--- config.mk ---
export PLATFORM = sky130hd
export DESIGN_NAME = mdu_iter
export DESIGN_NICKNAME = d
export VERILOG_FILES = /design/src/rtl/mdu_iter.sv
export SDC_FILE = /design/constraint.sdc
export NUM_CORES = 1
export LEC_CHECK = 0
export ABC_AREA = 1
export CORE_MARGIN = 5
export CORE_UTILIZATION = 23
export DETAILED_ROUTE_END_ITERATION = 12
export MAX_ROUTING_LAYER = met4
export PLACE_DENSITY = 0.38
export SETUP_SLACK_MARGIN = 0.5
export SKIP_CTS_REPAIR_TIMING = 1
export SYNTH_ARGS = -nofsm -noshare
export SYNTH_HDL_FRONTEND = slang
export SYNTH_SLANG_ARGS = --single-unit
export TNS_END_PERCENT = 30
--- constraint.sdc ---
create_clock -name clk -period 3.3 [get_ports clk]
set_input_delay 0.66 -clock clk [delete_from_list [all_inputs] [get_ports clk]]
set_output_delay 0.66 -clock clk [all_outputs]
set_load 0.02 [all_outputs]
--- src/rtl/mdu_iter.sv ---
// Iterative MULT/MULTU/DIV/DIVU unit with HI/LO and MTHI/MTLO.
// Ports: clk, rst, start, op, a, b, hi_we, lo_we, wd -> busy, done, hi, lo.
module mdu_iter #(
  parameter int WIDTH = 32
) (
  input  logic             clk,
  input  logic             rst,
  input  logic             start,
  input  logic [1:0]       op,
  input  logic [WIDTH-1:0] a,
  input  logic [WIDTH-1:0] b,
  input  logic             hi_we,
  input  logic             lo_we,
  input  logic [WIDTH-1:0] wd,
  output logic             busy,
  output logic             done,
  output logic [WIDTH-1:0] hi,
  output logic [WIDTH-1:0] lo
);

  localparam int CW = $clog2(WIDTH);
  localparam logic [CW-1:0] LAST = CW'(WIDTH - 1);

  typedef enum logic [1:0] {
    IDLE,
    CALC,
    FIN
  } state_e;

  state_e             state_q, state_d;
  logic [CW-1:0]      cnt_q, cnt_d;
  logic               is_div_q, is_div_d;
  logic               neg_q, neg_d;
  logic               neg_rem_q, neg_rem_d;
  logic               bz_q, bz_d;
  logic [2*WIDTH-1:0] acc_q, acc_d;
  logic [WIDTH-1:0]   m_q, m_d;
  logic [WIDTH-1:0]   hi_q, hi_d;
  logic [WIDTH-1:0]   lo_q, lo_d;
  logic               busy_q, busy_d;
  logic               done_q, done_d;

  logic               sa, sb;
  logic [WIDTH-1:0]   abs_a, abs_b;
  logic [WIDTH:0]     mul_sum;
  logic [WIDTH:0]     div_sh;
  logic [WIDTH:0]     div_diff;
  logic               div_ge;
  logic [2*WIDTH-1:0] mul_step, div_step;
  logic [2*WIDTH-1:0] prod;
  logic [WIDTH-1:0]   quo, rem;

  always_comb begin
    sa    = op[0] & a[WIDTH-1];
    sb    = op[0] & b[WIDTH-1];
    abs_a = sa ? -a : a;
    abs_b = sb ? -b : b;

    // acc = {partial product, remaining multiplier bits}
    mul_sum  = {1'b0, acc_q[2*WIDTH-1:WIDTH]}
             + {1'b0, (acc_q[0] ? m_q : '0)};
    mul_step = {mul_sum, acc_q[WIDTH-1:1]};

    // acc = {partial remainder, dividend shifting into quotient}
    div_sh   = {acc_q[2*WIDTH-1:WIDTH], acc_q[WIDTH-1]};
    div_ge   = div_sh >= {1'b0, m_q};
    div_diff = div_sh - {1'b0, m_q};
    div_step = {(div_ge ? div_diff[WIDTH-1:0] : div_sh[WIDTH-1:0]),
                acc_q[WIDTH-2:0], div_ge};

    prod = neg_q ? -acc_q : acc_q;
    quo  = acc_q[WIDTH-1:0];
    rem  = acc_q[2*WIDTH-1:WIDTH];
  end

  always_comb begin
    state_d   = state_q;
    cnt_d     = cnt_q;
    is_div_d  = is_div_q;
    neg_d     = neg_q;
    neg_rem_d = neg_rem_q;
    bz_d      = bz_q;
    acc_d     = acc_q;
    m_d       = m_q;
    hi_d      = hi_q;
    lo_d      = lo_q;
    done_d    = 1'b0;
    unique case (state_q)
      IDLE: begin
        if (start) begin
          state_d   = CALC;
          cnt_d     = '0;
          is_div_d  = op[1];
          neg_d     = sa ^ sb;
          neg_rem_d = sa;
          bz_d      = (b == '0);
          acc_d     = op[1] ? {{WIDTH{1'b0}}, abs_a}
                            : {{WIDTH{1'b0}}, abs_b};
          m_d       = op[1] ? abs_b : abs_a;
        end else begin
          if (hi_we) hi_d = wd;
          if (lo_we) lo_d = wd;
        end
      end
      CALC: begin
        acc_d = is_div_q ? div_step : mul_step;
        cnt_d = cnt_q + 1'b1;
        if (cnt_q == LAST) state_d = FIN;
      end
      FIN: begin
        if (is_div_q) begin
          // divide-by-zero keeps the all-ones quotient unsigned
          lo_d = (neg_q && !bz_q) ? -quo : quo;
          hi_d = neg_rem_q ? -rem : rem;
        end else begin
          {hi_d, lo_d} = prod;
        end
        done_d  = 1'b1;
        state_d = IDLE;
      end
      default: state_d = IDLE;
    endcase
    busy_d = (state_d != IDLE);
  end

  always_ff @(posedge clk) begin
    if (rst) begin
      state_q   <= IDLE;
      cnt_q     <= '0;
      is_div_q  <= 1'b0;
      neg_q     <= 1'b0;
      neg_rem_q <= 1'b0;
      bz_q      <= 1'b0;
      acc_q     <= '0;
      m_q       <= '0;
      hi_q      <= '0;
      lo_q      <= '0;
      busy_q    <= 1'b0;
      done_q    <= 1'b0;
    end else begin
      state_q   <= state_d;
      cnt_q     <= cnt_d;
      is_div_q  <= is_div_d;
      neg_q     <= neg_d;
      neg_rem_q <= neg_rem_d;
      bz_q      <= bz_d;
      acc_q     <= acc_d;
      m_q       <= m_d;
      hi_q      <= hi_d;
      lo_q      <= lo_d;
      busy_q    <= busy_d;
      done_q    <= done_d;
    end
  end

  assign busy = busy_q;
  assign done = done_q;
  assign hi   = hi_q;
  assign lo   = lo_q;

endmodule

==> flow_summary.yaml <==
synth:
  syn_nets: 3414
  synthAdderAreaFrac_pct: 5.11
  syn_inst: 3239
  synth.distinct_cells: 57
  ys_seq_area_share_pct: 19.3
  post_synthesis_instance_area_um2: 17900
  number_of_flops_mapped_to_enable_cells_by_yosys: 0
  synth_xor_area_share_pct: 3.32
  combinational_family_with_the_most_area_after_synthesis: "simple AND/OR/NAND/NOR gates"
  synth_ff_type: "sky130_fd_sc_hd__dfxtp_1"
  synth_mux_area_share_pct: 0
  yosys_warnings: 0
  compound_cell_area_share_of_the_yosys_netlist_pct: 18.7
  average_size_of_a_mapped_cell_um2: 5.53
  yosys_register_bits: 173
  synth_simple_gate_area_share_pct: 40.8
  synth-async-reset-ratio_pct: 0
global_route:
  antenna_found_initial: 1
  grt_start_max_net_pins: 60
  overflow: 0
  number_of_global_route_vias_before_repair: 20100
  grt_pass1_wl_um: 136000
  track_usage_pct: 22.4
floorplanning:
  core-area_um2: 77300
  die_h_um: 289
  initial_utilization_pct: 23.2
  ioPinCount: 169
  fp-row-count: 102
  fp.dieW_um: 289
  dieArea_um2: 83600
sta:
  post_route_fraction_of_the_period_consumed_by_the_critical_path_pct: 83.0
  timing.final.hold_violations: 0
  timing.max_slew.rel_slack_pct: 46.2
  totalNegativeSetupSlack_ns: 0
  report.final.setup_viol: 0
  grt_setup_unrepaired: "true"
  fin_worst_skew_ns: 0.0261
  min_period_ns: 2.74
  tightest_slew_ns: 0.799
  slew_violations: 0
  fmaxAchievable_mhz: 365
layout:
  mostFrequentLayoutCells: "sky130_fd_sc_hd__nand2_1 (1003), sky130_fd_sc_hd__inv_1 (456), sky130_fd_sc_hd__nand3_1 (278)"
  total_inserted_antenna_cells: 0
  mostFrequentLayoutCell: "sky130_fd_sc_hd__nand2_1"
  synthToLayoutAreaGrowth_pct: 22.1
  nets: 3573
  postLayoutCellArea_um2: 21900
  fraction_of_final_layout_cells_with_drive_strength_greater_than_1_pct: 6.48
detailed_routing:
  detailedRoute.firstPassIterationCount: 6
  postRouteAntennaNets: 0
  route.detailed.vias_per_inst: 4.78
  drc: 0
  drt_iter0_markers: 1626
  routed_wirelength_um: 94200
  avgRoutedWirePerCell_um: 21.2
  via_count: 21300
setup_path:
  crit_required_ns: 3.65
  worst_setup_path_start_kind: "flip-flop"
  timing.setup.critical_path_class: "flip-flop to flip-flop"
  cp.arrival_ns: 3.09
  path_max_fanout: 6
  setup.worst_path.end_class: "flip-flop"
cts:
  ctsRootBufferMaster: "sky130_fd_sc_hd__clkbuf_16"
  longest_clk_path_bufs: 2
  h-tree-depth: 4
  cts_made_buffers: 17
  clk-insertion-delay-late_ns: 0.50
  clk_pin_slew_worst_paths_ns: 0.08
  tritoncts: "yes"
  tritoncts_num_sinks: 173
placed_design:
  io_buffers: 168
  detailed_place.area_um2: 21100
  globalplace.congestion: 0.925
  hpwlAfterDp_um: 78000
run:
  cap_viol_max_count: 0
pwr:
  p_per_area_nw_per_um2: 383
  ir_drop_v: 0.000403
  p_leak_nw: 10.2
min_path:
  min_path_type: "flip-flop to flip-flop"
outcome:
  run_status: "completed"
[synthesized netlist by cell type (7+ instances only)]
master	count	area (um^2)
sky130_fd_sc_hd__buf_1	12	45.0
sky130_fd_sc_hd__nor2_2	14	87.6
sky130_fd_sc_hd__nand4_1	53	332
sky130_fd_sc_hd__nand2_1	1007	3780
sky130_fd_sc_hd__nand2_2	7	43.8
sky130_fd_sc_hd__nor3_1	39	195
sky130_fd_sc_hd__o21ai_1	15	75.1
sky130_fd_sc_hd__a22oi_1	7	52.6
sky130_fd_sc_hd__inv_1	457	1720
sky130_fd_sc_hd__nand3_1	279	1400
sky130_fd_sc_hd__o21bai_1	24	180
sky130_fd_sc_hd__dfxtp_1	173	3460
sky130_fd_sc_hd__clkbuf_1	73	274
sky130_fd_sc_hd__xnor2_1	10	87.6
sky130_fd_sc_hd__o211ai_1	32	240
sky130_fd_sc_hd__a21oi_1	217	1090
sky130_fd_sc_hd__nand3b_1	13	97.6
sky130_fd_sc_hd__o21ai_0	239	1200
sky130_fd_sc_hd__inv_2	10	37.5
sky130_fd_sc_hd__ha_1	70	876
sky130_fd_sc_hd__xor2_1	58	508
sky130_fd_sc_hd__nor2_1	283	1060
sky130_fd_sc_hd__buf_2	31	155
sky130_fd_sc_hd__o22ai_1	7	43.8
sky130_fd_sc_hd__nor4_1	8	50.1
sky130_fd_sc_hd__a31oi_1	23	144
[flip-flops by register name (all words and copies together) (netlist names)]
| name | count |
|---|---|
| lo | 32 |
| busy | 1 |
| neg_q | 1 |
| bz_q | 1 |
| is_div_q | 1 |
| state_q | 2 |
| done | 1 |
| cnt_q | 5 |
| hi | 32 |
| neg_rem_q | 1 |
| m_q | 32 |
| acc_q | 64 |
[critical path, stage by stage, from the launching register on]
cell and delay (ns):
sky130_fd_sc_hd__dfxtp_1 0.33, sky130_fd_sc_hd__inv_1 0.33, sky130_fd_sc_hd__ha_1 0.29, sky130_fd_sc_hd__nand4_1 0.19
sky130_fd_sc_hd__nor2_4 0.21, sky130_fd_sc_hd__nand2_1 0.14, sky130_fd_sc_hd__nor2_1 0.27, sky130_fd_sc_hd__nand4_1 0.17
sky130_fd_sc_hd__nand2_1 0.18, sky130_fd_sc_hd__o21ai_0 0.13, sky130_fd_sc_hd__xnor2_1 0.26, sky130_fd_sc_hd__o21ai_0 0.11
[area by class of cell]
cell class | instances | area [um^2]
Inverter | 470 | 1760
Timing Repair Buffer | 261 | 2440
Sequential cell | 173 | 3480
Multi-Input combinational cell | 2475 | 12200
Fill cell | 9052 | 55500
Clock inverter | 14 | 216
Clock buffer | 18 | 439
Tap cell | 1040 | 1300
[logic make-up (layout without fill, tap and decap cells)]
logic type / count (synthesis) / in the layout
and+or+nand+nor: 1734 / 1734
AOI/OAI and AO/OA: 601 / 601
buffers and inverters: 591 / 763
DFF: 173 / 173
adders and majority gates: 72 / 72
xor gates and xnor gates: 68 / 68
[layer usage]
metal	vias up	wire (um)	share of wire (%)	GRT usage (%)
met3	67	3900	4.1	1.63
met2	521	43700	46	36.2
met5	-	0	0	-
li1	10800	-	-	-
met4	0	1820	1.9	4.93
met1	9886	44800	48	30.8
[power by group]
group	total, mW	switching (mW)	internal, mW	leakage, nW
combinational	3.59	2.44	1.14	8.47
sequential	2.39	0.166	2.22	1.42
clock	2.41	1.15	1.26	0.321
total	8.38	3.76	4.62	10.2
[stage by stage]
step / power, mW / hold WS (ns) / cells / util (%) / setup slack (ns)
finish: 8.38 / 0.474 / 4451 / 28.3 / 0.559
global route: 8.88 / 0.497 / 4451 / 28.3 / 0.401
floorplan: 4.57 / 0.445 / 3239 / - / 1.12
CTS: 8.41 / 0.476 / 4451 / 28.2 / 0.398
detailed placement: 5.97 / 0.463 / 4419 / 27.3 / 0.292
global placement: 6.00 / 0.466 / 4419 / 27.3 / 0.298
[final timing paths]
kind	start	endpoint	slack, ns	cells after the start
setup / recovery	acc_q[1]$_SDFFE_PP0P_	hi[24]$_SDFFE_PP0P_	0.56	11
hold reg to reg	cnt_q[4]$_SDFFE_PP0P_	cnt_q[4]$_SDFFE_PP0P_	0.47	2
setup reg to reg	acc_q[1]$_SDFFE_PP0P_	hi[24]$_SDFFE_PP0P_	0.56	11
hold / removal	cnt_q[4]$_SDFFE_PP0P_	cnt_q[4]$_SDFFE_PP0P_	0.47	2
Power figures use the tool's default switching activity.
